==> config.mk <==
export PLATFORM = sky130hd
export DESIGN_NAME = reg_wbus_arbiter_flat
export DESIGN_NICKNAME = d
export VERILOG_FILES = /design/src/rtl/reg_wbus_arbiter_pkg.sv /design/src/rtl/reg_wbus_arbiter_if.sv /design/src/rtl/reg_wbus_arbiter_hold_timer.sv /design/src/rtl/reg_wbus_arbiter.sv /design/src/flat_wrapper.sv
export SDC_FILE = /design/constraint.sdc
export NUM_CORES = 1
export LEC_CHECK = 0
export CAP_MARGIN = 10
export CORE_ASPECT_RATIO = 0.9
export CORE_UTILIZATION = 39
export CTS_CLUSTER_SIZE = 24
export DETAILED_ROUTE_END_ITERATION = 8
export MAX_ROUTING_LAYER = met4
export PLACE_DENSITY = 0.9
export SLEW_MARGIN = 20
export SYNTH_ARGS = -nofsm -noshare
export SYNTH_HDL_FRONTEND = slang
export SYNTH_HIERARCHICAL = 1
export SYNTH_SLANG_ARGS = --single-unit
==> constraint.sdc <==
create_clock -name sysclk -period 2.3 [get_ports sysclk]
set_input_delay 0.23 -clock sysclk [delete_from_list [all_inputs] [get_ports sysclk]]
set_output_delay 0.23 -clock sysclk [all_outputs]
set_load 0.1 [all_outputs]
==> src/rtl/reg_wbus_arbiter_pkg.sv <==
// Shared encodings for the register write-bus arbiter.
// Stats field offsets exist only when WBUS_ARB_STATS_EN is defined.
package reg_wbus_arbiter_pkg;

  typedef enum logic [1:0] {
    ARB_IDLE    = 2'd0,
    ARB_GNT0    = 2'd1,
    ARB_GNT1    = 2'd2,
    ARB_RELEASE = 2'd3
  } arb_state_e;

  typedef enum logic [1:0] {
    OWN_NONE = 2'b00,
    OWN_REQ0 = 2'b01,
    OWN_REQ1 = 2'b10
  } owner_e;

`ifdef WBUS_ARB_STATS_EN
  localparam int STATS_GNT0_LSB = 0;
  localparam int STATS_GNT1_LSB = 12;
  localparam int STATS_TMO_LSB  = 24;
`endif

  // On a tie, round-robin hands the bus to whoever did not own it last.
  function automatic arb_state_e pick_grant(input logic r0, input logic r1,
                                            input logic rr, input logic last_is_req1);
    if (r0 && r1) begin
      if (rr) return last_is_req1 ? ARB_GNT0 : ARB_GNT1;
      return ARB_GNT1;
    end
    if (r0) return ARB_GNT0;
    if (r1) return ARB_GNT1;
    return ARB_IDLE;
  endfunction

endpackage

==> src/rtl/reg_wbus_arbiter_if.sv <==
// Request/grant handshake for both masters plus the arbitrated write bus.
interface reg_wbus_arbiter_if;
  logic        req0_req, req0_gnt, req0_reg_wen, req0_blk_wen, req0_blk_wstart;
  logic [15:0] req0_waddr;
  logic [31:0] req0_wdata;
  logic        req1_req, req1_gnt, req1_reg_wen, req1_blk_wen, req1_blk_wstart;
  logic [15:0] req1_waddr;
  logic [31:0] req1_wdata;
  logic        reg_wen, blk_wen, blk_wstart;
  logic [15:0] reg_waddr;
  logic [31:0] reg_wdata;
  logic [1:0]  owner;
  logic        arb_timeout;

  modport master (
    output req0_req, req0_reg_wen, req0_blk_wen, req0_blk_wstart, req0_waddr, req0_wdata,
    output req1_req, req1_reg_wen, req1_blk_wen, req1_blk_wstart, req1_waddr, req1_wdata,
    input  req0_gnt, req1_gnt, reg_wen, blk_wen, blk_wstart, reg_waddr, reg_wdata,
    input  owner, arb_timeout
  );

  modport slave (
    input  req0_req, req0_reg_wen, req0_blk_wen, req0_blk_wstart, req0_waddr, req0_wdata,
    input  req1_req, req1_reg_wen, req1_blk_wen, req1_blk_wstart, req1_waddr, req1_wdata,
    output req0_gnt, req1_gnt, reg_wen, blk_wen, blk_wstart, reg_waddr, reg_wdata,
    output owner, arb_timeout
  );
endinterface

==> src/rtl/reg_wbus_arbiter_hold_timer.sv <==
// Grant hold counter: counts while enabled, flags expiry at HOLD_TIMEOUT-1.
module reg_wbus_arbiter_hold_timer #(
  parameter int unsigned HOLD_TIMEOUT = 4096
) (
  input  logic sysclk,
  input  logic reset,
  input  logic clr_i,
  input  logic en_i,
  output logic expire_o
);

  localparam logic [15:0] LIMIT = 16'(HOLD_TIMEOUT - 1);

  logic [15:0] cnt_q, cnt_d;

  always_comb begin
    cnt_d = cnt_q;
    if (clr_i)                          cnt_d = '0;
    else if (en_i && cnt_q != 16'hFFFF) cnt_d = cnt_q + 16'd1;
  end

  always_ff @(posedge sysclk) begin
    if (reset) cnt_q <= '0;
    else       cnt_q <= cnt_d;
  end

  assign expire_o = (cnt_q >= LIMIT);

endmodule

==> src/rtl/reg_wbus_arbiter.sv <==
// Whole-transaction arbiter for the shared register write bus, with hold watchdog.
// Optional grant/timeout statistics output enabled by WBUS_ARB_STATS_EN.
module reg_wbus_arbiter
  import reg_wbus_arbiter_pkg::*;
#(
  parameter int unsigned HOLD_TIMEOUT  = 4096,
  parameter bit          RR_EN_DEFAULT = 1'b1
) (
  input  logic              sysclk,
  input  logic              reset,
  input  logic              rr_mode,
  reg_wbus_arbiter_if.slave bus
`ifdef WBUS_ARB_STATS_EN
  ,
  output logic [31:0]       arb_stats
`endif
);

  arb_state_e  state_q, pick;
  owner_e      owner_q;
  logic        last_req1_q, rr_q, gnt0_q, gnt1_q, timeout_q;
  logic        reg_wen_q, blk_wen_q, blk_wstart_q;
  logic [15:0] waddr_q;
  logic [31:0] wdata_q;
  logic        in_gnt, expire;

  assign in_gnt = (state_q == ARB_GNT0) || (state_q == ARB_GNT1);
  assign pick   = pick_grant(bus.req0_req, bus.req1_req, rr_q, last_req1_q);

  reg_wbus_arbiter_hold_timer #(.HOLD_TIMEOUT(HOLD_TIMEOUT)) u_hold_timer (
    .sysclk   (sysclk),
    .reset    (reset),
    .clr_i    (!in_gnt),
    .en_i     (in_gnt),
    .expire_o (expire)
  );

  always_ff @(posedge sysclk) begin
    if (reset) begin
      state_q      <= ARB_IDLE;
      owner_q      <= OWN_NONE;
      last_req1_q  <= 1'b1;
      rr_q         <= RR_EN_DEFAULT;
      gnt0_q       <= 1'b0;
      gnt1_q       <= 1'b0;
      timeout_q    <= 1'b0;
      reg_wen_q    <= 1'b0;
      blk_wen_q    <= 1'b0;
      blk_wstart_q <= 1'b0;
      waddr_q      <= '0;
      wdata_q      <= '0;
    end else begin
      // Bus register is zero unless the current owner is forwarded below.
      timeout_q    <= 1'b0;
      reg_wen_q    <= 1'b0;
      blk_wen_q    <= 1'b0;
      blk_wstart_q <= 1'b0;
      waddr_q      <= '0;
      wdata_q      <= '0;
      unique case (state_q)
        ARB_IDLE: begin
          rr_q    <= rr_mode;
          state_q <= pick;
          gnt0_q  <= (pick == ARB_GNT0);
          gnt1_q  <= (pick == ARB_GNT1);
          owner_q <= (pick == ARB_GNT0) ? OWN_REQ0 :
                     (pick == ARB_GNT1) ? OWN_REQ1 : OWN_NONE;
        end
        ARB_GNT0: begin
          reg_wen_q    <= bus.req0_reg_wen;
          blk_wen_q    <= bus.req0_blk_wen;
          blk_wstart_q <= bus.req0_blk_wstart;
          waddr_q      <= bus.req0_waddr;
          wdata_q      <= bus.req0_wdata;
          if (expire || !bus.req0_req) begin
            state_q     <= ARB_RELEASE;
            gnt0_q      <= 1'b0;
            owner_q     <= OWN_NONE;
            timeout_q   <= expire;
            last_req1_q <= 1'b0;
          end
        end
        ARB_GNT1: begin
          reg_wen_q    <= bus.req1_reg_wen;
          blk_wen_q    <= bus.req1_blk_wen;
          blk_wstart_q <= bus.req1_blk_wstart;
          waddr_q      <= bus.req1_waddr;
          wdata_q      <= bus.req1_wdata;
          if (expire || !bus.req1_req) begin
            state_q     <= ARB_RELEASE;
            gnt1_q      <= 1'b0;
            owner_q     <= OWN_NONE;
            timeout_q   <= expire;
            last_req1_q <= 1'b1;
          end
        end
        ARB_RELEASE: begin
          rr_q    <= rr_mode;
          state_q <= ARB_IDLE;
        end
      endcase
    end
  end

  assign bus.req0_gnt    = gnt0_q;
  assign bus.req1_gnt    = gnt1_q;
  assign bus.reg_wen     = reg_wen_q;
  assign bus.blk_wen     = blk_wen_q;
  assign bus.blk_wstart  = blk_wstart_q;
  assign bus.reg_waddr   = waddr_q;
  assign bus.reg_wdata   = wdata_q;
  assign bus.owner       = owner_q;
  assign bus.arb_timeout = timeout_q;

`ifdef WBUS_ARB_STATS_EN
  logic [11:0] gnt0_cnt_q, gnt1_cnt_q;
  logic [7:0]  tmo_cnt_q;

  always_ff @(posedge sysclk) begin
    if (reset) begin
      gnt0_cnt_q <= '0;
      gnt1_cnt_q <= '0;
      tmo_cnt_q  <= '0;
    end else begin
      if (state_q == ARB_IDLE && pick == ARB_GNT0) gnt0_cnt_q <= gnt0_cnt_q + 12'd1;
      if (state_q == ARB_IDLE && pick == ARB_GNT1) gnt1_cnt_q <= gnt1_cnt_q + 12'd1;
      if (timeout_q)                               tmo_cnt_q  <= tmo_cnt_q + 8'd1;
    end
  end

  always_comb begin
    arb_stats                       = '0;
    arb_stats[STATS_GNT0_LSB +: 12] = gnt0_cnt_q;
    arb_stats[STATS_GNT1_LSB +: 12] = gnt1_cnt_q;
    arb_stats[STATS_TMO_LSB  +: 8]  = tmo_cnt_q;
  end
`endif

endmodule

==> src/flat_wrapper.sv <==
// flat-port wrapper written by rule: the top's interface ports become plain ports
module reg_wbus_arbiter_flat import reg_wbus_arbiter_pkg::*;
#(
  parameter int unsigned HOLD_TIMEOUT  = 4096,
  parameter bit          RR_EN_DEFAULT = 1'b1
)
  (sysclk, reset, rr_mode, bus_req0_req, bus_req0_reg_wen, bus_req0_blk_wen, bus_req0_blk_wstart, bus_req0_waddr, bus_req0_wdata, bus_req1_req, bus_req1_reg_wen, bus_req1_blk_wen, bus_req1_blk_wstart, bus_req1_waddr, bus_req1_wdata, bus_req0_gnt, bus_req1_gnt, bus_reg_wen, bus_blk_wen, bus_blk_wstart, bus_reg_waddr, bus_reg_wdata, bus_owner, bus_arb_timeout);
  reg_wbus_arbiter_if bus_i ();
  input  logic sysclk;
  input  logic reset;
  input  logic rr_mode;
  input wire logic [$bits(bus_i.req0_req)-1:0] bus_req0_req;
  input wire logic [$bits(bus_i.req0_reg_wen)-1:0] bus_req0_reg_wen;
  input wire logic [$bits(bus_i.req0_blk_wen)-1:0] bus_req0_blk_wen;
  input wire logic [$bits(bus_i.req0_blk_wstart)-1:0] bus_req0_blk_wstart;
  input wire logic [$bits(bus_i.req0_waddr)-1:0] bus_req0_waddr;
  input wire logic [$bits(bus_i.req0_wdata)-1:0] bus_req0_wdata;
  input wire logic [$bits(bus_i.req1_req)-1:0] bus_req1_req;
  input wire logic [$bits(bus_i.req1_reg_wen)-1:0] bus_req1_reg_wen;
  input wire logic [$bits(bus_i.req1_blk_wen)-1:0] bus_req1_blk_wen;
  input wire logic [$bits(bus_i.req1_blk_wstart)-1:0] bus_req1_blk_wstart;
  input wire logic [$bits(bus_i.req1_waddr)-1:0] bus_req1_waddr;
  input wire logic [$bits(bus_i.req1_wdata)-1:0] bus_req1_wdata;
  output wire logic [$bits(bus_i.req0_gnt)-1:0] bus_req0_gnt;
  output wire logic [$bits(bus_i.req1_gnt)-1:0] bus_req1_gnt;
  output wire logic [$bits(bus_i.reg_wen)-1:0] bus_reg_wen;
  output wire logic [$bits(bus_i.blk_wen)-1:0] bus_blk_wen;
  output wire logic [$bits(bus_i.blk_wstart)-1:0] bus_blk_wstart;
  output wire logic [$bits(bus_i.reg_waddr)-1:0] bus_reg_waddr;
  output wire logic [$bits(bus_i.reg_wdata)-1:0] bus_reg_wdata;
  output wire logic [$bits(bus_i.owner)-1:0] bus_owner;
  output wire logic [$bits(bus_i.arb_timeout)-1:0] bus_arb_timeout;
  assign bus_i.req0_req = bus_req0_req;
  assign bus_i.req0_reg_wen = bus_req0_reg_wen;
  assign bus_i.req0_blk_wen = bus_req0_blk_wen;
  assign bus_i.req0_blk_wstart = bus_req0_blk_wstart;
  assign bus_i.req0_waddr = bus_req0_waddr;
  assign bus_i.req0_wdata = bus_req0_wdata;
  assign bus_i.req1_req = bus_req1_req;
  assign bus_i.req1_reg_wen = bus_req1_reg_wen;
  assign bus_i.req1_blk_wen = bus_req1_blk_wen;
  assign bus_i.req1_blk_wstart = bus_req1_blk_wstart;
  assign bus_i.req1_waddr = bus_req1_waddr;
  assign bus_i.req1_wdata = bus_req1_wdata;
  assign bus_req0_gnt = bus_i.req0_gnt;
  assign bus_req1_gnt = bus_i.req1_gnt;
  assign bus_reg_wen = bus_i.reg_wen;
  assign bus_blk_wen = bus_i.blk_wen;
  assign bus_blk_wstart = bus_i.blk_wstart;
  assign bus_reg_waddr = bus_i.reg_waddr;
  assign bus_reg_wdata = bus_i.reg_wdata;
  assign bus_owner = bus_i.owner;
  assign bus_arb_timeout = bus_i.arb_timeout;
  reg_wbus_arbiter #(.HOLD_TIMEOUT(HOLD_TIMEOUT), .RR_EN_DEFAULT(RR_EN_DEFAULT)) u_core (.sysclk(sysclk), .reset(reset), .rr_mode(rr_mode), .bus(bus_i));
endmodule
## Word level (Yosys, flattened, before mapping)

Index checks and enable logic that the tools add are counted.

| word-level totals | value |
|---|---|
| register bits after elaboration | 76 |
| output and inout port bits | 56 |
| word-level logic and storage cells | 82 |

| cells by class | value |
|---|---|
| add/sub/neg operators | 1 |
| order comparisons | 1 |
| eq/ne operators | 8 |
| mux-type cells | 39 |
| bitwise operators | 1 |
| reductions and logical operators | 19 |

Operators by type and width:

| operator | count |
|---|---|
| $pmux 32 s2 | 1 |
| $pmux 16 s2 | 1 |
| $mux 2 | 15 |
| $add 16x1->16 const B | 1 |
| $ge 16x12->1 const B | 1 |
| $ne 16x16->1 const B | 1 |
| $pmux 1 s2 | 7 |
| $mux 1 | 13 |
| $pmux 2 s4 | 1 |
| $eq 2x2->1 const B | 3 |
| $pmux 2 s3 | 1 |
| $reduce_and 2->1 | 3 |
| $reduce_and 3->1 | 2 |
| $reduce_bool 2->1 | 3 |
| $eq 2x1->1 const B | 2 |
| $ne 2x2->1 const B | 2 |
| $reduce_or 2->1 | 2 |
| $logic_or 1x1->1 | 3 |
| $reduce_bool 3->1 | 1 |
| $logic_and 1x1->1 | 2 |
| $logic_not 1->1 | 2 |
| $logic_not 2->1 | 1 |
| $not 1->1 | 1 |

## Longest topological paths before layout

Gate-level depths: netlist of run 1.

| logic depth | value |
|---|---|
| depth in word-level cells | 13 |
| mapped depth | 6 |
| depth with buffers taken out | 6 |

## Hierarchy

Netlist of run 1, hierarchy kept.

By module, submodules not included:

| module | instances | cells an instance | area each (um2) | seq. area each (um2) |
|---|---|---|---|---|
| reg_wbus_arbiter | 1 | 226 | 2195.9 | 1201.2 |
| reg_wbus_arbiter_hold_timer | 1 | 98 | 822.0 | 320.3 |

## Worst setup path after synthesis of run 1

No wires, ideal clock.

| path | value |
|---|---|
| kind | register -> register |
| from | register u_core.state_q[1] |
| to | register u_core.u_hold_timer.cnt_q[14] |
| library setup time | 0.070 ns |
| arrival | 2.022 ns |
| setup slack | 0.207 ns |
| cell stages (with the launch flop) | 7 |
| clock period less this slack | 2.093 ns |
| path through | dfxtp_1 inv_1 ha_1 nand4_1 or4_1 or3_1 a21oi_1 |

| between the ends | value |
|---|---|
| longest elaborated chain between the ends | 4 |
| elaborated cells on any way between the ends | 6 |

RTL lines:

| item | line | RTL |
|---|---|---|
| start: declaration | reg_wbus_arbiter.sv:19 | `arb_state_e state_q, pick;` |
| start signal: assignment | reg_wbus_arbiter.sv:63 | `state_q <= pick;` |
| $eq 2x1->1 or $eq 2x2->1 (tied branches) | reg_wbus_arbiter.sv:27 | `assign in_gnt = (state_q == ARB_GNT0) \|\| (state_q == ARB_GNT1);` |
| $logic_or 1x1->1 (*) | reg_wbus_arbiter.sv:27 |  |
| net u_core.in_gnt | reg_wbus_arbiter.sv:25 | `logic in_gnt, expire;` |
| $not 1->1 (no line) | - |  |
| $reduce_or 2->1 (no line) | - |  |
| end signal: assignment | reg_wbus_arbiter_hold_timer.sv:24 | `else cnt_q <= cnt_d;` |
| end: declaration | reg_wbus_arbiter_hold_timer.sv:14 | `logic [15:0] cnt_q, cnt_d;` |

Mark *: on every way through the listed nets, which the timed path passes. The rest lies on a longest branch.
A chain may end at the register's enable or synchronous reset.

## Worst setup path after layout of run 1

| path | value |
|---|---|
| from | register u_core.state_q[0] |
| to | register u_core.u_hold_timer.cnt_q[7] |

The elaborated chain is that of the path after synthesis.

==> metrics.md, run 1 <==
| Metric | Value |
|---|---|
| Number of hold buffers added after CTS | `0` |
| Critical Path End Type | `register` |
| Worst slack at placement | `around 0.14 ns` |
| Multiplexer area fraction after synthesis | `approximately 1.3%` |
| Worst setup SP type | `register` |
| Num CTS Buffers | `9` |
| Netlist cell types | `47` |
| Fin. max-slew vios | `0` |
| Row cnt | `30` |
| Post-route setup slack | `around 0.17 ns` |
| Path type of the worst min-delay path | `reg -> reg` |
| Main area contributors after synthesis | `sky130_fd_sc_hd__dfxtp_1 50%, sky130_fd_sc_hd__a22oi_1 13%, sky130_fd_sc_hd__nor2_1 8.0%, sky130_fd_sc_hd__ha_1 2.9%, sky130_fd_sc_hd__a21oi_1 1.7%` |
| Number of diodes added for antenna fixing | `0` |
| Synth Area per Inst | `9.31 µm²` |
| Post-synth top area share | `approximately half` |
| Sequential fraction of the synthesis area | `approximately 50%` |
| Worst min-delay path startpoint | `u_core/bus.req0_gnt$_SDFFE_PP0P_` |
| Final Skew | `0.0138 ns` |
| Wirelength, routed | `8880 µm` |
| Final TNS setup | `0 ns` |
| Dominant register cell in the synthesized netlist | `sky130_fd_sc_hd__dfxtp_1` |
| Run status | `finished clean` |
| Compound-cell area share of the yosys netlist | `21.6%` |
| Antenna violations before repair | `0` |
| Post-synthesis cell type with the largest combined area | `sky130_fd_sc_hd__dfxtp_1` |
| Number of instances in the synthesized netlist | `between 300 and 400` |
| Number of iterations in the first detailed-routing pass | `4` |
| Starting utilization of the core area | `about 40%` |
| Maximum number of pins on one net before global-route repair | `56` |
| Slew at the pin closest to its max-slew limit | `between 0.6 and 0.7 ns` |
| Clock root cell | `sky130_fd_sc_hd__clkbuf_8` |
| Critical path data arrival time | `approximately 2.4 ns` |
| Residual DRC count | `0` |
| Wire length of the first global-routing pass | `between 10000 and 15000 µm` |
| DIE WIDTH | `between 90 and 100 µm` |
| # nets final | `roughly 600` |
| RSZ-0062 raised after global routing | `false` |
| # setup viols final | `0` |
| Share of layout cells above drive strength 1 | `between 10% and 20%` |
| CTS tree | `built` |
| Number of fill cells in the layout | `~600` |
| Post-CTS setup buffers | `0` |
| Detailed router's first-iteration violation count | `about 140` |
| Clock slew at reported path FFs | `about 0.08 ns` |
| Achievable clock frequency | `469 MHz` |
| Area growth from synthesis to layout | `61.2%` |
| Number of global-route vias before repair | `~2800` |
| Critical path start-end classification | `reg -> reg` |
| Leakage | `between 1.5 and 2 nW` |
| Biggest fanout along the worst timing path | `7` |
| Worst min-delay path endpoint | `u_core/bus.req0_gnt$_SDFFE_PP0P_` |
| Detail-routed via count per cell | `approximately 5.3` |
| Largest family of logic cells by synthesized area | `compound AO/OA/AOI/OAI gates` |
| Half-perimeter wire length after placement | `6440 µm` |
| Global-route usage over all layers | `a little over a fifth` |
| Flop2flop setup slack | `roughly 0.17 ns` |
| Die height | `85.5 µm` |
| Hold Path Cell Cnt | `2` |
| Synthesized net count | `438` |
| CTS sink count | `76` |
| Top post-synthesis cells by count | `76 x sky130_fd_sc_hd__dfxtp_1, 64 x sky130_fd_sc_hd__nor2_1, 51 x sky130_fd_sc_hd__a22oi_1` |
| Post-Synth XOR/XNOR Area | `less than 1%` |
| Routability congestion estimate from global placement | `~0.86` |
| Average wire per cell in the routed design | `between 15 and 20 µm` |
| Depth of the CTS H-tree | `3` |
| Max Buffers Root-to-Sink | `2` |
| DR vias | `3095` |
| Detail Route Antenna Nets | `0` |
| Number of hold violations in the final report | `0` |
| Die footprint | `8090 µm²` |
| Adder and majority cell fraction of the synthesized area | `under 10%` |
| Max rail drop VDD | `between 0.8 and 0.9 mV` |
| Number of enable-type register cells in the synthesized netlist | `0` |
| Clock Latency Late Sink | `roughly 0.34 ns` |
| Endpoint of the worst register-to-register path | `u_core/u_hold_timer/cnt_q[7]$_SDFFE_PP0P_` |
| Post-Syn Area | `3020 µm²` |
| Most frequently used cell type in the post-synthesis netlist | `sky130_fd_sc_hd__dfxtp_1` |
| Number of storage elements in the synthesis netlist | `between 70 and 80` |
| Register-to-Register Path Depth | `6` |
| Critical path launch point | `u_core/state_q[0]$_SDFFE_PP0P_` |
| Worst slew margin relative to its limit | `between 50% and 60%` |
| Simple-gate share of the synthesized area | `between 10% and 20%` |
| Crit path required time | `2.57 ns` |
| Fin crit share | `approximately 93%` |
| Asr flop ratio synth | `0%` |
| Core Footprint | `7510 µm²` |
| IO Pins | `between 150 and 200` |
| Minimum period implied by the final worst setup slack | `roughly 2.1 ns` |
| Max capacitance violation total | `0` |
| Quantity of I/O buffers inserted on ports | `around 160` |
| Warning count from the yosys run | `6` |
| Critical register-to-register path startpoint | `u_core/state_q[0]$_SDFFE_PP0P_` |
| Overflow left after global routing | `0` |
| Total power density per cell area | `1110 nW/µm²` |
## metal layers
metal	wire length (µm)	up-vias	share of wire (%)	global-route usage (%)
met5	0	-	0	-
met4	92	0	1.0	8.95
met3	578	8	6.5	4.03
met2	4560	123	51	37.1
met1	3650	1442	41	25.5
li1	-	1522	-	-
## cells by family (layout without fill, tap and decap cells)
logic type,after synthesis,count (layout)
buffers and inverters,24,192
adder cells (fa/ha/maj),7,7
multiplexers,4,4
AND/OR/NAND/NOR,121,121
AO/OA/AOI/OAI,90,90
XOR/XNOR,2,2
flip-flops,76,76
## repair_timing
action,in CTS,in global routing
endpoints found under the hold margin,0,0
gates resized for setup,0,2
endpoints found under the setup margin,0,1
## worst max path at each step
stage                                                            end  slack [ns]  depth (start not counted)
after floorplan           u_core/u_hold_timer/cnt_q[14]$_SDFFE_PP0P_        0.21                          6
final                      u_core/u_hold_timer/cnt_q[7]$_SDFFE_PP0P_        0.17                          6
after global routing       u_core/u_hold_timer/cnt_q[7]$_SDFFE_PP0P_        0.01                          6
after detailed placement   u_core/u_hold_timer/cnt_q[7]$_SDFFE_PP0P_        0.14                          6
after global placement     u_core/u_hold_timer/cnt_q[7]$_SDFFE_PP0P_        0.22                          6
after CTS                  u_core/u_hold_timer/cnt_q[7]$_SDFFE_PP0P_        0.14                          6
## critical path, stage by stage, from the launching register on
cell and delay, ns:
sky130_fd_sc_hd__dfxtp_1 0.39, sky130_fd_sc_hd__inv_1 0.12, sky130_fd_sc_hd__ha_2 0.39, sky130_fd_sc_hd__and4_2 0.30
sky130_fd_sc_hd__nand2_1 0.15, sky130_fd_sc_hd__or4_2 0.56, sky130_fd_sc_hd__a21oi_1 0.15
## flip-flops by register name, indices dropped and copies added (netlist names), 2 cells and up
register / cells
u_core/bus.reg_waddr: 16
u_core/state_q: 2
u_core/bus.owner: 2
u_core/bus.reg_wdata: 32
u_core/u_hold_timer/cnt_q: 16
## power breakdown
| group | switching [mW] | internal, mW | total (mW) |
|---|---|---|---|
| registers | 0.0778 | 1.49 | 1.57 |
| logic | 1.88 | 0.861 | 2.74 |
| clock network | 0.478 | 0.611 | 1.09 |
| total | 2.43 | 2.96 | 5.39 |
## cells in the final DEF (no fill, tap or decap), drive strengths merged, types with 2 or more instances in the layout
cell type      synthesis  layout
and4                   2       2
o21ai                 10      10
clkdlybuf4s50          0     106
clkbuf                 9      10
nor3                   6       6
o22ai                  2       2
o31ai                  5       5
clkinvlp               0       2
or4                    7       7
dfxtp                 76      76
clkinv                 0       2
nand3                 11      11
mux2i                  4       4
nor4                   2       2
nand2                 10      10
nor2                  64      64
or2                    2       2
o211ai                 2       2
inv                    6       6
buf                    9      64
or3                    6       6
ha                     7       7
a22oi                 52      52
a21oi                 10      10
bufinv                 0       2
nand4                  6       6
## area by class of cell
cell class	instances	area [µm²]	area share (%)
clock inverter	6	88.8	1.83
multi-input combinational	224	1410	28.9
timing repair buffer	170	1580	32.5
inverter	6	22.5	0.463
tap	96	120	2.47
clock buffer	10	128	2.62
sequential	76	1520	31.3
## stage by stage
stage | power, mW | cell area [µm²] | util [%] | std cells | hold slack [ns]
3_5_place_dp | 4.31 | 4640 | 61.9 | 572 | 0.468
6_report | 5.39 | 4860 | 64.8 | 588 | 0.477
2_1_floorplan | 3.58 | 3020 | - | 324 | 0.298
4_1_cts | 5.42 | 4860 | 64.8 | 588 | 0.473
3_3_place_gp | 4.27 | 4640 | 61.9 | 572 | 0.462
5_1_grt | 5.68 | 4860 | 64.8 | 588 | 0.493
Note: power is estimated with default switching activity, not from simulation.
==> run 2, diff against run 1 <==
Settings changed: CORE_ASPECT_RATIO 0.9 to 1.75.
==> metrics.md, run 2 (synthesis gave the netlist of run 1 again) <==
| Metric | Value |
|---|---|
| Crit path required time | `approximately 2.6 ns` |
| Fin crit share | `92.1%` |
| Critical path start-end classification | `reg -> reg` |
| Die height | `about 120 µm` |
| Clk network pwr share | `a little under a quarter` |
| Share of total power in combinational logic | `about half` |
| Residual DRC count | `0` |
| Total power after layout | `between 5 and 6 mW` |
| Wire length of the first global-routing pass | `around 15000 µm` |
| Starting utilization of the core area | `40.2%` |
| Clock Latency Late Sink | `about 0.33 ns` |
| Half-perimeter wire length after placement | `7350 µm` |
| Num CTS Buffers | `9` |
| IO Pins | `approximately 160` |
| Total power density per cell area | `about 1200 nW/µm²` |
| Critical path's top delay family | `simple AND/OR/NAND/NOR gates` |
| RSZ-0062 raised after global routing | `false` |
| Fin. max-slew vios | `0` |
| Antenna violations before repair | `0` |
| Critical path data arrival time | `~2.4 ns` |
| Minimum period implied by the final worst setup slack | `2.12 ns` |
| Internal Pwr Total | `3.13 mW` |
| Final Skew | `between 0.005 and 0.006 ns` |
| Number of hold violations in the final report | `0` |
| Area growth from synthesis to layout | `63.1%` |
| Leading cell types in the layout, fill and taps excluded | `106 x sky130_fd_sc_hd__clkdlybuf4s50_1, 75 x sky130_fd_sc_hd__dfxtp_1, 65 x sky130_fd_sc_hd__buf_4` |
| Worst-path cell chain | `inv_1 > ha_2 > and4_2 > nand2_2 > or4_2 > a21oi_1` |
| Slowest-stage cell, CP | `sky130_fd_sc_hd__or4_2` |
| Critical Path End Type | `register` |
| Leakage | `1.89 nW` |
| Wirelength, routed | `between 9000 and 10000 µm` |
| # setup viols final | `0` |
| Maximum number of pins on one net before global-route repair | `34` |
| Storage element area | `around 1500 µm²` |
| Slew at the pin closest to its max-slew limit | `roughly 0.7 ns` |
| Row cnt | `42` |
| DIE WIDTH | `68.5 µm` |
| Detail Route Antenna Nets | `0` |
| Routability congestion estimate from global placement | `0.877` |
| Number of diodes added for antenna fixing | `0` |
| Max rail drop VDD | `~0.6 mV` |
| Final TNS setup | `0 ns` |
| CTS tree | `built` |
| Worst slack at placement | `~0.12 ns` |
| Core Footprint | `between 7000 and 8000 µm²` |
| CTS sink count | `76` |
| Depth of the CTS H-tree | `3` |
| Worst setup SP type | `register` |
| Run status | `finished clean` |
| Smallest hold slack | `~0.47 ns` |
| Max capacitance violation total | `0` |
| Die footprint | `~8100 µm²` |
| DR vias | `around 3200` |
| Max Buffers Root-to-Sink | `2` |
| Quantity of I/O buffers inserted on ports | `~160` |
| Final Cell Area | `roughly 5000 µm²` |
| Global-route usage over all layers | `between 20% and 30%` |
| Sequential group share of total power | `roughly 28%` |
| Number of global-route vias before repair | `between 3000 and 4000` |
| Worst slew margin relative to its limit | `between 50% and 60%` |
| Number of fill cells in the layout | `roughly 620` |
| Slowest cell delay on critical path | `between 0.5 and 0.6 ns` |
| Number of iterations in the first detailed-routing pass | `5` |
| Post-route setup slack | `~0.18 ns` |
| Overflow left after global routing | `0` |
| Area used by multi-input combinational logic | `about 1400 µm²` |
| # nets final | `around 600` |
| Switching power | `about 2.5 mW` |
| Leading cell type in the layout, fill and taps excluded | `sky130_fd_sc_hd__clkdlybuf4s50_1` |
| Path type of the worst min-delay path | `reg -> reg` |
| Average wire per cell in the routed design | `16.9 µm` |
| Number of hold buffers added after CTS | `0` |
| Quantity of gates resized following cts | `0` |
| Post-CTS setup buffers | `0` |
| Share of layout cells above drive strength 1 | `between 20 and 25%` |
| Detailed router's first-iteration violation count | `between 100 and 150` |
| Detail-routed via count per cell | `between 5 and 6` |
| Clock root cell | `sky130_fd_sc_hd__clkbuf_16` |
| Clock slew at reported path FFs | `roughly 0.060 ns` |
| Achievable clock frequency | `roughly 470 MHz` |
| Sum of buffers and inverters on the critical path | `1` |
| Flip-flop count of the largest register after layout | `32` |
| Biggest fanout along the worst timing path | `7` |
| Area after DPL | `between 4000 and 5000 µm²` |
| Switching power as a share of total power | `44.8%` |
run 2: cell types whose count changed in the layout (fill, tap and decap cells not counted), sizes merged:
cell,change
bufinv,-2
clkbuf,+1
clkinvlp,+1
buf,+2
run 2: layer usage:
metal,up-vias,GRT usage (%),wire length (µm)
met2,143,44.5,5400
met4,0,12.9,385
met5,-,-,0
li1,1526,-,-
met3,30,6.37,901
met1,1490,22.3,3140
run 2: power by group through the flow:
stage	combinational (mW)	sequential (mW)	clock [mW]
after CTS	2.76	1.57	1.34
after global routing	2.92	1.59	1.41
after floorplan	1.03	2.55	0
final	2.77	1.58	1.32
after global placement	2.70	1.59	0
after detailed placement	2.75	1.60	0
run 2: final timing paths:
| kind | start | endpoint | slack, ns | cells past startpoint |
|---|---|---|---|---|
| worst max-delay path | u_core/state_q[0]$_SDFFE_PP0P_ | u_core/u_hold_timer/cnt_q[7]$_SDFFE_PP0P_ | 0.18 | 6 |
| worst min-delay path | u_core/bus.owner[1]$_SDFFE_PP0P_ | u_core/bus.owner[1]$_SDFFE_PP0P_ | 0.47 | 2 |
| worst max register to register | u_core/state_q[0]$_SDFFE_PP0P_ | u_core/u_hold_timer/cnt_q[7]$_SDFFE_PP0P_ | 0.18 | 6 |
| worst min register to register | u_core/bus.owner[1]$_SDFFE_PP0P_ | u_core/bus.owner[1]$_SDFFE_PP0P_ | 0.47 | 2 |
run 2: area by class of cell:
| cell class | count | area share (%) |
|---|---|---|
| inverter | 6 | 0.458 |
| clock buffer | 11 | 5.14 |
| multi-input combinational | 224 | 28.6 |
| clock inverter | 5 | 0.737 |
| sequential | 76 | 30.9 |
| tap | 88 | 2.24 |
| timing repair buffer | 172 | 31.9 |
run 2: worst reg2reg max path: cells and delay by family (launching register included):
| kind | cells | cell delay (ns) |
|---|---|---|
| adders and majority gates | 1 | 0.39 |
| and+or+nand+nor | 3 | 0.98 |
| buffers and inverters | 1 | 0.13 |
| AOI/OAI and AO/OA | 1 | 0.15 |
| DFF | 1 | 0.40 |
run 2: metrics by stage:
stage | cells | utilization [%]
global placement | 566 | 61.5
floorplan | 324 | -
detailed placement | 566 | 61.5
CTS | 582 | 65.4
finish | 582 | 65.5
global route | 582 | 65.5
